==> config.mk <==
export PLATFORM = sky130hd
export DESIGN_NAME = seg7_disp_sched
export DESIGN_NICKNAME = d
export VERILOG_FILES = /design/src/rtl/seg7_pkg.sv /design/src/rtl/seg7_disp_sched_rr_next_sel.sv /design/src/rtl/seg7_disp_sched.sv
export SDC_FILE = /design/constraint.sdc
export NUM_CORES = 1
export LEC_CHECK = 0
export ABC_AREA = 1
export BUFFER_PORTS_ARGS = -buffer_cell sky130_fd_sc_hd__buf_2
export CAP_MARGIN = 25
export CORE_ASPECT_RATIO = 1.1
export CORE_MARGIN = 4
export CORE_UTILIZATION = 30
export DETAILED_ROUTE_END_ITERATION = 10
export SYNTH_ARGS = -nofsm -noshare
export SYNTH_HDL_FRONTEND = slang
export SYNTH_HIERARCHICAL = 1
export SYNTH_SLANG_ARGS = --single-unit
==> constraint.sdc <==
create_clock -name clk -period 4.47 [get_ports clk]
set_clock_uncertainty 0.15 [all_clocks]
set_input_delay 0.894 -clock clk [delete_from_list [all_inputs] [get_ports clk]]
set_output_delay 0.894 -clock clk [all_outputs]
set_load 0.02 [all_outputs]
==> src/rtl/seg7_pkg.sv <==
// ---------------------------------------------------------------------------
// seg7_pkg
// Shared types and constants for the seven-segment display scheduler.
//   seg7_sched_st_e : scheduler state (IDLE / SHOW / ALERT)
//   SEG7_BLANK      : driver payload with every segment off
//   SEG7_MODE_HEX   : driver interprets data as hex nibbles
//   SEG7_MODE_RAW   : driver interprets data as raw segment bytes
//   max2()          : elaboration-time maximum of two ints
// ---------------------------------------------------------------------------
package seg7_pkg;

  typedef enum logic [1:0] {
    ST_IDLE  = 2'd0,
    ST_SHOW  = 2'd1,
    ST_ALERT = 2'd2
  } seg7_sched_st_e;

  localparam logic [63:0] SEG7_BLANK    = 64'hFFFF_FFFF_FFFF_FFFF;
  localparam logic        SEG7_MODE_HEX = 1'b0;
  localparam logic        SEG7_MODE_RAW = 1'b1;

  function automatic int max2(input int a, input int b);
    return (a > b) ? a : b;
  endfunction

endpackage

==> src/rtl/seg7_disp_sched_rr_next_sel.sv <==
// ---------------------------------------------------------------------------
// rr_next_sel
// Combinational round-robin finder. Scans valid[] starting at index 'start'
// (inclusive) and wrapping modulo N; reports the first set index.
// Ports:
//   valid    in  N   : request vector
//   start    in  IW  : first index to examine
//   next_idx out IW  : first valid index found (0 when none)
//   found    out 1   : at least one valid bit was set
// ---------------------------------------------------------------------------
module rr_next_sel #(
  parameter  int N  = 4,
  localparam int IW = $clog2(N)
) (
  input  logic [N-1:0]  valid,
  input  logic [IW-1:0] start,
  output logic [IW-1:0] next_idx,
  output logic          found
);

  always_comb begin
    int            k;
    logic [IW-1:0] idx;
    // NOTE: every variable driven here gets a default first, so no path
    // leaves a value held over and no latch is inferred.
    k        = 0;
    idx      = '0;
    next_idx = '0;
    found    = 1'b0;
    for (int i = 0; i < N; i++) begin
      k = int'(start) + i;
      if (k >= N) k = k - N;
      idx = IW'(k);
      if (!found && valid[idx]) begin
        found    = 1'b1;
        next_idx = idx;
      end
    end
  end

endmodule

==> src/rtl/seg7_disp_sched.sv <==
// ---------------------------------------------------------------------------
// seg7_disp_sched
// Shares one 64-bit seven-segment display between NSRC requesters. Valid
// sources are shown in turn (dwell timer or btn_next); a one-shot alert
// pre-empts the rotation for ALERT_HOLD cycles.
//
// Build option: define SEG7_AUTOSCROLL_EN to include the dwell timer
// (auto-advance, freeze). Without it the selection moves only on btn_next
// or when the current source drops its valid.
//
// Ports:
//   clk, rstn              clock, asynchronous active-low reset
//   src_valid  [NSRC]      per-source display request (level)
//   src_data   [64*NSRC]   source k in bits [64k+63:64k]
//   src_mode   [NSRC]      per-source mode (0 hex, 1 raw)
//   btn_next               pulse: next source / dismiss alert
//   freeze                 level: pause dwell counter
//   alert_req              pulse: capture alert payload and pre-empt
//   alert_data [64], alert_mode
//   disp_data  [64], disp_mode      registered, to the driver
//   cur_src    [clog2(NSRC)]        registered selected index
//   alert_active                    registered, high in ALERT
//   src_ack    [NSRC]               one-hot pulse on new selection
// ---------------------------------------------------------------------------
module seg7_disp_sched
  import seg7_pkg::*;
#(
  parameter  int NSRC       = 4,
  parameter  int DWELL      = 50_000_000,
  parameter  int ALERT_HOLD = 100_000_000,
  localparam int IW         = $clog2(NSRC)
) (
  input  logic               clk,
  input  logic               rstn,
  input  logic [NSRC-1:0]    src_valid,
  input  logic [64*NSRC-1:0] src_data,
  input  logic [NSRC-1:0]    src_mode,
  input  logic               btn_next,
  input  logic               freeze,
  input  logic               alert_req,
  input  logic [63:0]        alert_data,
  input  logic               alert_mode,
  output logic [63:0]        disp_data,
  output logic               disp_mode,
  output logic [IW-1:0]      cur_src,
  output logic               alert_active,
  output logic [NSRC-1:0]    src_ack
);

  localparam int CW = $clog2(max2(DWELL, ALERT_HOLD));

  seg7_sched_st_e  state, state_nxt;
  logic [IW-1:0]   cur_nxt, fwd_start, fwd_idx, low_idx;
  logic            fwd_found, low_found;
  logic            ack_en, dwell_clr, adv;
  logic            dwell_done, hold_done;
  logic [CW-1:0]   hold_cnt;
  logic [63:0]     disp_data_nxt, sel_data;
  logic            disp_mode_nxt, sel_mode, alert_active_nxt;
  logic [NSRC-1:0] src_ack_nxt;

  // Advance search starts one past the current source, wrapping.
  assign fwd_start = (cur_src == IW'(NSRC - 1)) ? '0 : cur_src + 1'b1;

  rr_next_sel #(.N(NSRC)) u_fwd_sel (
    .valid    (src_valid),
    .start    (fwd_start),
    .next_idx (fwd_idx),
    .found    (fwd_found)
  );

  rr_next_sel #(.N(NSRC)) u_low_sel (
    .valid    (src_valid),
    .start    ('0),
    .next_idx (low_idx),
    .found    (low_found)
  );

  // Output mux follows the next selection so data and ack land together.
  assign sel_data = src_data[{cur_nxt, 6'b0} +: 64];
  assign sel_mode = src_mode[cur_nxt];

`ifdef SEG7_AUTOSCROLL_EN
  logic [CW-1:0] dwell_cnt;

  // Expiry is masked while frozen so freeze stretches the dwell exactly.
  assign dwell_done = (state == ST_SHOW) && !freeze && (dwell_cnt == CW'(DWELL - 1));

  always_ff @(posedge clk or negedge rstn) begin
    if (!rstn)                                         dwell_cnt <= '0;
    else if (dwell_clr)                                dwell_cnt <= '0;
    else if (state == ST_SHOW && !freeze && !dwell_done) dwell_cnt <= dwell_cnt + 1'b1;
  end
`else
  logic unused_dwell;
  assign unused_dwell = freeze ^ dwell_clr;
  assign dwell_done   = 1'b0;
`endif

  assign hold_done = (hold_cnt == CW'(ALERT_HOLD - 1));

  always_ff @(posedge clk or negedge rstn) begin
    if (!rstn)                                     hold_cnt <= '0;
    else if (alert_req)                            hold_cnt <= '0;
    else if (state == ST_ALERT && !hold_done)      hold_cnt <= hold_cnt + 1'b1;
  end

  // State and registered outputs.
  always_ff @(posedge clk or negedge rstn) begin
    // NOTE: sequential state uses non-blocking assignments so every register
    // samples pre-edge values regardless of statement order.
    if (!rstn) begin
      state        <= ST_IDLE;
      cur_src      <= '0;
      disp_data    <= SEG7_BLANK;
      disp_mode    <= SEG7_MODE_RAW;
      alert_active <= 1'b0;
      src_ack      <= '0;
    end else begin
      state        <= state_nxt;
      cur_src      <= cur_nxt;
      disp_data    <= disp_data_nxt;
      disp_mode    <= disp_mode_nxt;
      alert_active <= alert_active_nxt;
      src_ack      <= src_ack_nxt;
    end
  end

  // Next-state and selection decision.
  always_comb begin
    state_nxt = state;
    cur_nxt   = cur_src;
    ack_en    = 1'b0;
    dwell_clr = 1'b0;
    adv       = 1'b0;
    case (state)
      ST_IDLE: begin
        if (alert_req) begin
          state_nxt = ST_ALERT;
        end else if (low_found) begin
          state_nxt = ST_SHOW;
          cur_nxt   = low_idx;
          ack_en    = 1'b1;
          dwell_clr = 1'b1;
        end
      end
      ST_SHOW: begin
        if (alert_req)                                        state_nxt = ST_ALERT;
        else if (!src_valid[cur_src] || btn_next || dwell_done) adv = 1'b1;
      end
      ST_ALERT: begin
        // A repeated alert_req simply stays here; it outranks btn_next.
        if (!alert_req && (hold_done || btn_next)) begin
          if (src_valid[cur_src]) begin
            state_nxt = ST_SHOW;
            dwell_clr = 1'b1;
          end else begin
            adv = 1'b1;
          end
        end
      end
      default: state_nxt = ST_IDLE;
    endcase

    if (adv) begin
      if (!fwd_found) begin
        state_nxt = ST_IDLE;
      end else begin
        // Wrapping back onto cur_src means it is the only valid source.
        state_nxt = ST_SHOW;
        cur_nxt   = fwd_idx;
        ack_en    = (fwd_idx != cur_src);
        dwell_clr = 1'b1;
      end
    end
  end

  // Next values of the registered outputs.
  always_comb begin
    disp_data_nxt    = disp_data;
    disp_mode_nxt    = disp_mode;
    alert_active_nxt = (state_nxt == ST_ALERT);
    src_ack_nxt      = '0;
    case (state_nxt)
      ST_SHOW: begin
        disp_data_nxt = sel_data;
        disp_mode_nxt = sel_mode;
      end
      ST_ALERT: begin
        if (alert_req) begin
          disp_data_nxt = alert_data;
          disp_mode_nxt = alert_mode;
        end
      end
      default: begin
        disp_data_nxt = SEG7_BLANK;
        disp_mode_nxt = SEG7_MODE_RAW;
      end
    endcase
    if (ack_en) src_ack_nxt[cur_nxt] = 1'b1;
  end

endmodule

# ---- Yosys cells after proc, flatten, opt, wreduce, memory -nomap -nowiden
# Cells that the tools add are included.
dict set report totals {
  elab_cells 122
  regBits 101
  in_bits 334
  output_inout_bits 72
}
dict set report op_classes {
  shifts 1
  reduce_logical 22
  magnitude_cmp 11
  addsub 9
  mux 64
  eq_ne 8
}
# operator n
set op_table {}
lappend op_table {{256-bit by 9-bit variable part select with 64-bit output} 1}
lappend op_table {{64-bit one-hot mux with 2 select lines} 1}
lappend op_table {{64-bit 2-to-1 mux} 1}
lappend op_table {{27-bit 2-to-1 mux} 2}
lappend op_table {{2-bit 2-to-1 mux} 22}
lappend op_table {{27-bit by 1-bit adder with 27-bit output (second input constant)} 1}
lappend op_table {{27-bit == test (second input constant)} 1}
lappend op_table {{1-bit 2-to-1 mux} 27}
lappend op_table {{2-bit by 3-bit < comparator with 1-bit output (second input constant)} 6}
lappend op_table {{1-bit binary-select mux with 2-bit select} 6}
lappend op_table {{3-bit >= comparator (second input constant)} 3}
lappend op_table {{1-bit logical AND} 9}
lappend op_table {{1-bit zero test} 9}
lappend op_table {{2-bit by 1-bit subtractor with 2-bit output (second input constant)} 4}
lappend op_table {{2-bit by 2-bit adder with 3-bit output (second input constant)} 2}
lappend op_table {{2-bit == test (second input constant)} 3}
lappend op_table {{2-bit one-hot mux with 3 select lines} 1}
lappend op_table {{2-bit by 1-bit == test with 1-bit output (second input constant)} 2}
lappend op_table {{4-bit 2-to-1 mux} 1}
lappend op_table {{1-bit one-hot mux with 2 select lines} 2}
lappend op_table {{2-bit by 1-bit adder with 3-bit output (second input constant)} 1}
lappend op_table {{2-bit by 3-bit >= comparator with 1-bit output (second input constant)} 1}
lappend op_table {{2-bit by 1-bit adder with 2-bit output (second input constant)} 1}
lappend op_table {{1-bit demux with 2-bit select} 1}
lappend op_table {{other kinds (6)} 7}

# ---- Logic depth before layout (Yosys ltp)
# Gate-level depths: netlist (run 1).
dict set report depth {
  word_depth 23
  depth_mapped 24
  depth_no_buf 22
}

# ---- Hierarchy
# Netlist (run 1), hierarchy kept.
# mod n_inst area_each_um2 seq_area_each_um2 cells_per_inst
set modules_own_cells {}
lappend modules_own_cells {seg7_disp_sched 1 8564.5 2608.8 1436}
lappend modules_own_cells {rr_next_sel 2 319.1 0.0 59}

# ---- Worst setup path after synthesis (run 1)
# Ideal clock, no wire load.
dict set report synth_path {
  path_kind {in2reg}
  startpoint {in src_valid[0]}
  endpoint {reg disp_data[0]}
  cell_stages 19
  required_ns 4.247
  arrival_time_ns 3.033
  setup_slack_ns 1.214
  n_path_buf 2
  setup_time_ns 0.073
  path_cell_list {inv_1 > nand2_1 > nand3_2 > nand2_4 > nor2_4 > nand3b_1 > inv_1 > nor2_1 > nand2_1 > nand2_1 > a21o_1 > a21oi_1 > ha_1 > nand2_1 > nand2_1 > clkbuf_1 > clkbuf_1 > a21oi_1 > a21oi_1}
}
dict set report synth_between {
  word_cells_on_any_way 61
  classes_between {3 x eq/ne; 1 x shift; 43 x mux; 14 x reduce/logical}
}
# element line
set synth_rtl {}
lappend synth_rtl {{start: declaration} seg7_disp_sched.sv:35} ;# input logic [NSRC-1:0] src_valid,
lappend synth_rtl {{1-bit 2-to-1 mux (*)} seg7_disp_sched_rr_next_sel.sv:34} ;# if (!found && valid[idx]) begin
lappend synth_rtl {{1-bit zero test} seg7_disp_sched_rr_next_sel.sv:34}
lappend synth_rtl {{1-bit logical AND} seg7_disp_sched_rr_next_sel.sv:34}
lappend synth_rtl {{1-bit 2-to-1 mux (*)} seg7_disp_sched_rr_next_sel.sv:34}
lappend synth_rtl {{1-bit zero test} seg7_disp_sched_rr_next_sel.sv:34}
lappend synth_rtl {{1-bit logical AND} seg7_disp_sched_rr_next_sel.sv:34}
lappend synth_rtl {{1-bit 2-to-1 mux (*)} seg7_disp_sched_rr_next_sel.sv:34}
lappend synth_rtl {{1-bit zero test} seg7_disp_sched_rr_next_sel.sv:34}
lappend synth_rtl {{(+2 left out)} --}
lappend synth_rtl {{named net low_found} seg7_disp_sched.sv:54} ;# logic fwd_found, low_found;
lappend synth_rtl {{2-bit 2-to-1 mux (*)} seg7_disp_sched.sv:140} ;# end else if (low_found) begin
lappend synth_rtl {{2-bit 2-to-1 mux (*)} seg7_disp_sched.sv:138} ;# if (alert_req) begin
lappend synth_rtl {{2-bit one-hot mux with 3 select lines (*)} seg7_disp_sched.sv:136} ;# case (state)
lappend synth_rtl {{2-bit 2-to-1 mux (*)} seg7_disp_sched.sv:165} ;# if (adv) begin
lappend synth_rtl {{2-bit == test (*)} --}
lappend synth_rtl {{named net alert_active_nxt} seg7_disp_sched.sv:59} ;# logic disp_mode_nxt, sel_mode, alert_active_nxt;
lappend synth_rtl {{64-bit one-hot mux with 2 select lines / 2-bit inequality test (equally long branches)} --}
lappend synth_rtl {{end signal: assignment} seg7_disp_sched.sv:122} ;# disp_data <= disp_data_nxt;
lappend synth_rtl {{end: declaration} seg7_disp_sched.sv:43} ;# output logic [63:0] disp_data,
# Mark *: on every way through the listed nets, which the timed path passes. The rest lies on a longest branch. The select of a mux whose other input is x is not followed.
# A chain may end at the register's enable or synchronous reset.

# ---- Final worst setup path (run 1)
dict set report layout_path {
  startpoint {reg cur_src[0]}
  endpoint {reg disp_data[7]}
}
dict set report layout_between {
  elab_chain_cells 20
  word_cells_on_any_way 64
  classes_between {8 x add/sub; 4 x order compare; 4 x eq/ne; 1 x shift; 39 x mux; 8 x reduce/logical}
}
# element line
set layout_rtl {}
lappend layout_rtl {{start: declaration} seg7_disp_sched.sv:45} ;# output logic [IW-1:0] cur_src,
lappend layout_rtl {{start signal: assignment} seg7_disp_sched.sv:121} ;# cur_src <= cur_nxt;
lappend layout_rtl {{2-bit by 1-bit adder with 2-bit output / 2-bit == test (equally long branches)} seg7_disp_sched.sv:63} ;# assign fwd_start = (cur_src == IW'(NSRC - 1)) ? '0 : cur_src + 1'b1;
lappend layout_rtl {{2-bit 2-to-1 mux (*)} seg7_disp_sched.sv:63}
lappend layout_rtl {{named net fwd_start[0]} seg7_disp_sched.sv:53} ;# logic [IW-1:0] cur_nxt, fwd_start, fwd_idx, low_idx;
lappend layout_rtl {{branches (longest 13 deep; another with 2-bit by 1-bit adder with 3-bit output)} --}
lappend layout_rtl {{1-bit 2-to-1 mux (*)} seg7_disp_sched_rr_next_sel.sv:34}
lappend layout_rtl {{named net fwd_found} seg7_disp_sched.sv:54}
lappend layout_rtl {{1-bit 2-to-1 mux (*)} seg7_disp_sched.sv:166} ;# if (!fwd_found) begin
lappend layout_rtl {{2-bit 2-to-1 mux (*)} seg7_disp_sched.sv:165}
lappend layout_rtl {{2-bit == test (*)} --}
lappend layout_rtl {{named net alert_active_nxt} seg7_disp_sched.sv:59}
lappend layout_rtl {{64-bit one-hot mux with 2 select lines / 2-bit inequality test (equally long branches)} --}
# Mark *: on every way through the listed nets, which the timed path passes. The select of a mux whose other input is x is not followed.

==> qor.yml, run 1 <==
yosysSeqAreaShare: 0.283
clockBufferDepth: 2
worst_setup_path_start_kind: "flip-flop"
worst_hold_slack_ps: 352
grt.total_usage: 0.212
final_area_um2: 11900
drtPass1Iterations: 5
max_freq_ghz: 0.271
grt_pass1_vias: 10514
cts_setup_buffers: 0
clock_sinks: 101
synthToLayoutAreaGrowth_pct: 29.3
via_per_inst: 4.83
p_per_area_nw_per_um2: 668
max_slew_margin: 0.408
synthTopCellsByArea: "nand3_1, dfstp_2, inv_1"
dp_hpwl_um: 28100
synth_area_um2: 9200
outcome: "complete, no violations"
ant_nets: 0
period_share: 0.826
ys_seq_elements: 101
dieArea_um2: 33500
post_drt_wl_per_cell_um: 16.2
path_clk_slew_ps: 80
cts_resized: 0
htreeDepth: 3
p_leak_nw: 6.70
fp.dieH_um: 192
worst_pin_slew_ps: 888
setup.worst_path.class: "flip-flop to flip-flop"
hold_viol_final: 0
crit_required_ps: 4610
fin_crit_ps: 3690
crit_fanout: 66
yosysTopAreaCellShare: 0.189
cts_made_buffers: 9
gp_congestion: 0.920
wirelength_um: 37600
ir_drop_mv: 0.486
grt_setup_unrepaired: "no"
portBuffers: 404
grt_pass1_wl_um: 56400
grt_max_degree: 79
vias: 11252
worstSetupEndpointType: "flip-flop"
final_cell_mix: "buf_2, nand3_1, inv_1"
dpl-instance-area_um2: 11600
antenna_found_initial: 4
grt.overflow.total: 0
clk_latency_ps: 360
syn_area_per_cell_um2: 5.92
start_util: 0.303
drc: 0
yosysWarnings: 6
setup_viol: 0
drtIter0Drc: 690
nets: 2247
holdBufCountCts: 0
yosysTopAreaCell: "nand3_1"
hold_class: "input pin to asynchronous set/reset pin"
cts_tree: "done"
drive_gt1_frac: 0.299
slew_violations: 0
fin_util: 0.392
final_common_cell: "buf_2"
syn_inst: 1554
core_area_um2: 30300
fin_tns_setup_ps: 0
maxCapViolations: 0
io_pins: 406
root_buffer: "clkbuf_16"
fp-row-count: 67
synth_cell_type_count: 36
crit_arrival_ps: 3830
die_x_um: 175
metal layers:
layer | vias up | track usage | routed length [µm]
met5 | - | 0 | 13
met4 | 2 | 0.0713 | 1020
met3 | 56 | 0.0409 | 2760
met2 | 461 | 0.363 | 18100
met1 | 5180 | 0.268 | 15700
li1 | 5553 | - | -
power by group:
part / switching [mW] / leakage [nW] / internal [mW]
sequential: 0.174 / 1.18 / 1.45
clock: 0.422 / 0.134 / 0.392
combinational: 3.70 / 5.38 / 1.81
total: 4.30 / 6.70 / 3.65
critical path, stage by stage (launching register included):
cell	delay, ps
dfrtp_1	480
ha_1	240
nor2_1	260
buf_4	240
nand2_2	80
nand3_2	100
nand2_4	70
nor2_4	140
nand3b_1	170
inv_1	90
nor2_1	70
a21oi_1	190
ha_2	220
buf_4	700
a21oi_1	230
a21oi_1	190
registers in the layout, indices dropped and copies added (netlist names):
| signal | flops |
|---|---|
| alert_active | 1 |
| cur_src | 2 |
| disp_data | 64 |
| disp_mode | 1 |
| hold_cnt | 27 |
| src_ack | 4 |
| state | 2 |
cell usage after synthesis (all sizes together):
master	number
clkbuf	43
a22oi	1
nand4	7
mux2i	1
ha	8
nor4	2
xor2	1
a211oi	1
dfrtp	36
nand3	356
nand3b	2
a221oi	1
buf	53
o211ai	1
nand2	331
o221a	1
or2	2
o31ai	1
o21ai	25
a21oi	153
dfstp	65
nor2	115
inv	331
a21o	1
a31oi	1
nor3	14
conb	1
kinds of logic after synthesis:
family          Yosys count  share of synthesized area
compound gates          186                      0.104
fa+ha+maj                 8                     0.0109
buf+inv                 427                      0.187
other cells               1                   0.000407
flops                   101                      0.283
simple gates            829                      0.412
xor+xnor                  1                   0.000952
mux                       1                    0.00109
cell type report:
type / count / area [µm²]
Timing Repair Buffer: 430 / 2290
Tap cell: 414 / 518
Fill cell: 3444 / 18400
Clock buffer: 10 / 229
Sequential cell: 101 / 2610
Clock inverter: 6 / 55.1
Inverter: 331 / 1240
Multi-Input combinational cell: 1032 / 4940
Antenna cell: 6 / 15.0
metrics by stage:
stage	total power, mW	instances	setup WS (ps)
4_1_cts	8.03	2324	785
5_1_grt	8.66	2326	524
3_3_place_gp	7.12	2308	542
6_report	7.95	2330	780
3_5_place_dp	7.19	2308	526
2_1_floorplan	5.50	1560	1210
path summary, 6_finish.rpt:
kind	start	to	slack, ps	depth (start not counted)
min reg2reg	disp_data[11]	disp_data[11]	350	2
max reg2reg	cur_src[0]	disp_data[7]	780	15
min	rstn	hold_cnt[11]	350	1
max	cur_src[0]	disp_data[7]	780	15
min in group clk	disp_data[11]	disp_data[11]	350	2
max in group asynchronous	rstn	disp_data[36]	2860	2
Note: power is estimated with default switching activity, not from simulation.
==> run 2: changes to the inputs <==
Clock period 4.47 ns to 3.3 ns, I/O delays scaled along.
==> run 2 against run 1 <==
  * Worst setup slack worse by 510 ps
  * Sequential share of layout area down 0.84 points
  * Hold slack worse by 160 ps
  * Clock power up 31%
  * Core utilization up 1.6 points
  * Global-route usage up 0.27 points
  * Via count up 1.1%
  * Highest routed layer unchanged
  * Critical path depth up 2
==> qor.yml, run 2 (same netlist as run 1, synthesis figures left out) <==
ir_drop_mv: 0.382  # -21%
grt_setup_unrepaired: "no"
slew_violations: 0  # unchanged
grt_pass1_vias: 10574  # +0.57%
fillers: 3418  # -0.75%
fin_crit_ps: 3030  # -662 ps
root_buffer: "clkbuf_16"
drtPass1Iterations: 6  # +1
synthToLayoutAreaGrowth_pct: 34.4
drc: 0  # unchanged
ant_nets: 0  # unchanged
outcome: "complete, no violations"
reg_top3: "disp_data: 64 flops, hold_cnt: 27 flops, src_ack: 4 flops"
clock_sinks: 101  # unchanged
power_mw: 11.5  # +44%
grt.overflow.total: 0  # unchanged
die_x_um: 175  # unchanged
nets: 2286  # +1.7%
largest_reg_flops: 64  # unchanged
drtIter0Drc: 672  # -2.6%
p_per_area_nw_per_um2: 927  # +39%
dp_hpwl_um: 29200  # +4.2%
top_register: "disp_data"
drive_gt1_frac: 0.314  # +0.0151
cts_tree: "done"
cts_made_buffers: 9  # unchanged
final_cell_mix: "buf_2, nand3_1, inv_1"
worst_hold_slack_ps: 194  # -157 ps
p_leak_nw: 6.95  # +3.8%
max_slew_margin: 0.535  # +0.127
worstReg2RegEnd: "disp_data[32]"
fin_util: 0.408  # +0.0155
cp_slowest_cell: "dfrtp_1"
clockBufferDepth: 2  # unchanged
crit_fanout: 19  # -71%
hold_class: "input pin to asynchronous set/reset pin"
critical_path.max_stage_delay_ps: 380  # -320 ps
post_drt_wl_per_cell_um: 16.1  # about the same
pre_cts_ws_ps: -68.4  # -594 ps
start_util: 0.303  # unchanged
dieArea_um2: 33500  # unchanged
worstReg2RegStart: "cur_src[0]"
path_buf_inv: 3  # unchanged
worstSetupEndpointType: "flip-flop"
vias: 11373  # +1.1%
antenna_found_initial: 5  # +1
grt_max_degree: 53  # -33%
period_share: 0.918  # +0.0921
crit_arrival_ps: 3150  # -680 ps
path_common_cell: "buf_4"
path_clk_slew_ps: 70  # about the same
core_area_um2: 30300  # unchanged
worstRegToRegCells: 17  # +2
setup_viol: 0  # unchanged
fp.dieH_um: 192  # unchanged
worst_setup_path_start_kind: "flip-flop"
via_per_inst: 4.80  # -0.50%
max_freq_ghz: 0.330  # +22%
htreeDepth: 3  # unchanged
path_delay_family: "simple AND/OR/NAND/NOR gates"
final_common_cell: "buf_2"
wirelength_um: 38200  # +1.5%
setup.worst_path.class: "flip-flop to flip-flop"
fp-row-count: 67  # unchanged
dp.cells: 2345  # +1.6%
portBuffers: 404  # unchanged
regArea_um2: 2610  # unchanged
grt_pass1_wl_um: 57200  # +1.5%
grt.total_usage: 0.214  # +0.00268
worstPathCellList: "ha_1 -> nor2_4 -> buf_4 -> nand2_2 -> nand3_2 -> nand2_4 -> nor2_4 -> nand3b_1 -> buf_4 -> a21oi_1 -> nand3_1 -> nand2_2 -> buf_4 -> nand3_1 -> nand2_1 -> nand2_1 -> a21oi_1"
hold_viol_final: 0  # unchanged
gp_congestion: 0.941  # +2.2%
io_pins: 406  # unchanged
multi_input_area_um2: 4950  # +0.30%
worst_pin_slew_ps: 697  # -191 ps
crit_required_ps: 3430  # -1180 ps
layout.cells.non_filler: 2367  # +1.6%
r2r_slack_ps: 270  # -510 ps
clk_latency_ps: 350  # about the same
setup_slack_ps: 272  # -508 ps
maxCapViolations: 0  # unchanged
run 2: metal layers:
layer	global-route usage	part of all wire	up-vias
li1	-	-	5623
met4	0.0484	0.018	2
met3	0.0339	0.066	44
met2	0.374	0.50	479
met1	0.281	0.42	5225
met5	0	0.00034	-
run 2: layout make-up:
cell class / instances / area share
Tap cell: 414 / 0.0419
Inverter: 331 / 0.101
Multi-Input combinational cell: 1032 / 0.400
Clock inverter: 5 / 0.00283
Sequential cell: 101 / 0.211
Clock buffer: 11 / 0.0188
Timing Repair Buffer: 469 / 0.224
Antenna cell: 4 / 0.000809
run 2: worst register-to-register path, stage by stage (launching register included):
cell and delay (ps):
dfrtp_1 380, ha_1 230, nor2_4 130, buf_4 170, nand2_2 70, nand3_2 110
nand2_4 70, nor2_4 140, nand3b_1 180, buf_4 190, a21oi_1 140, nand3_1 120
nand2_2 190, buf_4 280, nand3_1 100, nand2_1 110, nand2_1 80, a21oi_1 140
run 2: report_power, final:
group | total [mW] | switching (mW) | internal [mW]
Sequential | 2.19 | 0.221 | 1.97
Clock | 1.07 | 0.553 | 0.517
Combinational | 8.21 | 5.19 | 3.01
run 2: timing repair:
action | 4_1_cts | 5_1_grt
resized for setup | 0 | 7
hold buffers | 0 | 0
endpoints found under the setup margin | 0 | 65
setup buffers | 0 | 2
run 2: worst max path at each step:
| stage | from | to | slack [ps] | cells past startpoint |
|---|---|---|---|---|
| finish | cur_src[0] | disp_data[32] | 270 | 17 |
| CTS | cur_src[0] | disp_data[19] | 40 | 17 |
| detailed placement | src_valid[0] | disp_data[19] | -70 | 21 |
| floorplan | cur_src[0] | disp_data[0] | 120 | 18 |
| global placement | src_valid[0] | disp_data[21] | -30 | 21 |
| global route | cur_src[0] | disp_data[26] | 9 | 17 |
run 2: through the flow:
step                setup TNS [ps]  cell area, µm²
floorplan                        0            9230
global placement             -59.9           12100
detailed placement            -515           12100
CTS                              0           12300
global route                     0           12400
finish                           0           12400
==> run 3: changes to the inputs <==
Settings changed: CORE_ASPECT_RATIO 1.1 to 1.75.
==> run 3 against run 2 <==
  * Design area fell by 0.41%
  * First-iteration DRC count fell by 18%
  * Combinational power fell by 2%
  * Power fell by 0.44%
  * Critical path depth did not move
==> qor.yml, run 3 (same netlist as run 1, synthesis figures left out) <==
worstReg2RegStart: "cur_src[0]"
fp-row-count: 84  # +25%
cp.depth: 17  # unchanged
fin_crit_ps: 3000  # -28.1 ps
worst_setup_path_start_kind: "flip-flop"
grt_setup_unrepaired: "no"
crit_end: "disp_data[51]"
dp_hpwl_um: 29200  # -0.14%
grt.overflow.total: 0  # unchanged
path_clk_slew_ps: 80  # about the same
fp.dieH_um: 240  # +25%
crit_arrival_ps: 3150  # about the same
max_freq_ghz: 0.333  # +0.94%
ant_nets: 0  # unchanged
antenna_found_initial: 8  # +3
top_register: "disp_data"
nets: 2275  # -0.48%
hold_viol_final: 0  # unchanged
root_buffer: "clkbuf_16"
crit_required_ps: 3450  # +20 ps
drtPass1Iterations: 5  # -1
worstRegToRegCells: 17  # unchanged
reg_top3: "disp_data: 64 flops, hold_cnt: 27 flops, src_ack: 4 flops"
cts_tree: "done"
maxCapViolations: 0  # unchanged
post_drt_wl_per_cell_um: 16.4  # +1.7%
cts_setup_buffers: 0  # unchanged
via_per_inst: 4.89  # +1.9%
portBuffers: 404  # unchanged
gp_congestion: 0.938  # -0.31%
drive_gt1_frac: 0.312  # -0.00235
hold_class: "flip-flop to flip-flop"
final_common_cell: "buf_2"
drtIter0Drc: 550  # -18%
cts_made_buffers: 9  # unchanged
p_per_area_nw_per_um2: 926  # about the same
drc: 0  # unchanged
crit_fanout: 22  # +3
setup.worst_path.class: "flip-flop to flip-flop"
clock_sinks: 101  # unchanged
worst_pin_slew_ps: 635  # -62.3 ps
final_cell_mix: "buf_2, nand3_1, inv_1"
holdBufCountCts: 0  # unchanged
worstReg2RegEnd: "disp_data[51]"
max_slew_margin: 0.574  # +0.0383
wirelength_um: 38300  # +0.16%
grt_pass1_vias: 10892  # +3.0%
r2r_slack_ps: 300  # +30 ps
grt_max_degree: 72  # +36%
htreeDepth: 3  # unchanged
path_delay_family: "simple AND/OR/NAND/NOR gates"
io_pins: 406  # unchanged
worstSetupEndpointType: "flip-flop"
ir_drop_mv: 0.446  # +17%
largest_reg_flops: 64  # unchanged
outcome: "complete, no violations"
synthToLayoutAreaGrowth_pct: 33.9
slew_violations: 0  # unchanged
grt_pass1_wl_um: 57700  # +0.91%
power_mw: 11.4  # -0.44%
path_common_cell: "a21oi_1"
path_buf_inv: 4  # +1
core_area_um2: 30200  # -0.60%
die_x_um: 140  # -20%
period_share: 0.909  # -0.00851
startpoint: "cur_src[0]"
p_leak_nw: 6.93  # -0.33%
critical_path.max_stage_delay_ps: 390  # about the same
dieArea_um2: 33700  # +0.32%
setup_viol: 0  # unchanged
worstPathCellList: "buf_4 -> nor2_2 -> buf_6 -> nand2_2 -> nand3_2 -> nand2_4 -> nor2_4 -> nand3b_1 -> inv_1 -> nor2_2 -> a21oi_1 -> ha_2 -> nand2_2 -> nand2_4 -> buf_12 -> a21oi_1 -> a21oi_1"
grt.total_usage: 0.216  # +0.00123
clockBufferDepth: 2  # unchanged
vias: 11415  # +0.37%
start_util: 0.305  # +0.00184
fillers: 3237  # -5.3%
clk_latency_ps: 380  # +30 ps
cp_slowest_cell: "dfrtp_1"
fin_tns_setup_ps: 0  # unchanged
fin_util: 0.408  # +0.000769
==> run 3: stage by stage <==
step | std cells | area (µm²) | hold WS, ps | worst slack (ps)
finish | 2332 | 12300 | 352 | 300
detailed placement | 2308 | 11900 | 342 | 37.5
CTS | 2324 | 12200 | 351 | 144
floorplan | 1560 | 9230 | 214 | 122
global route | 2332 | 12300 | 362 | 5.16
global placement | 2308 | 11900 | 337 | 111
==> run 3: worst min path at each step <==
stage	startpoint	end	slack, ps	depth (start not counted)
global route	disp_data[4]	disp_data[4]	360	2
detailed placement	disp_data[13]	disp_data[13]	340	2
global placement	hold_cnt[14]	hold_cnt[14]	340	1
CTS	hold_cnt[14]	hold_cnt[14]	350	1
finish	disp_data[14]	disp_data[14]	350	2
floorplan	rstn	alert_active	210	0
==> run 3: layout make-up <==
class | count | area [µm²] | share of cell area
antenna | 7 | 17.5 | 0.00142
clock buffer | 10 | 239 | 0.0194
clock inverter | 6 | 77.6 | 0.00630
inverter | 331 | 1240 | 0.101
multi-input combinational | 1032 | 4950 | 0.402
sequential | 101 | 2610 | 0.212
tap | 387 | 484 | 0.0393
timing repair buffer | 458 | 2700 | 0.219
==> run 3: timing repair <==
item | CTS | global route
setup endpoints to repair | 0 | 64
resized for setup | 0 | 11
hold endpoints to repair | 0 | 0
==> run 3: power by group <==
group	switching [mW]	total (mW)	internal (mW)	leakage [nW]
logic	5.18	8.04	2.86	5.60
registers	0.216	2.18	1.97	1.18
clock network	0.567	1.19	0.624	0.157
==> run 3: routing by layer <==
layer	up-vias	track usage	routed length, µm
met5	-	0	13
met4	2	0.108	1570
met3	85	0.0374	2570
met2	479	0.383	19900
met1	5237	0.247	14300
li1	5612	-	-
==> run 3: worst reg2reg max path: stages (launching register included) <==
cell and delay (ps):
dfrtp_1 390, buf_4 170, nor2_2 160, buf_6 170
nand2_2 70, nand3_2 100, nand2_4 70, nor2_4 140
nand3b_1 200, inv_1 120, nor2_2 60, a21oi_1 180
ha_2 250, nand2_2 110, nand2_4 140, buf_12 200
a21oi_1 90, a21oi_1 170
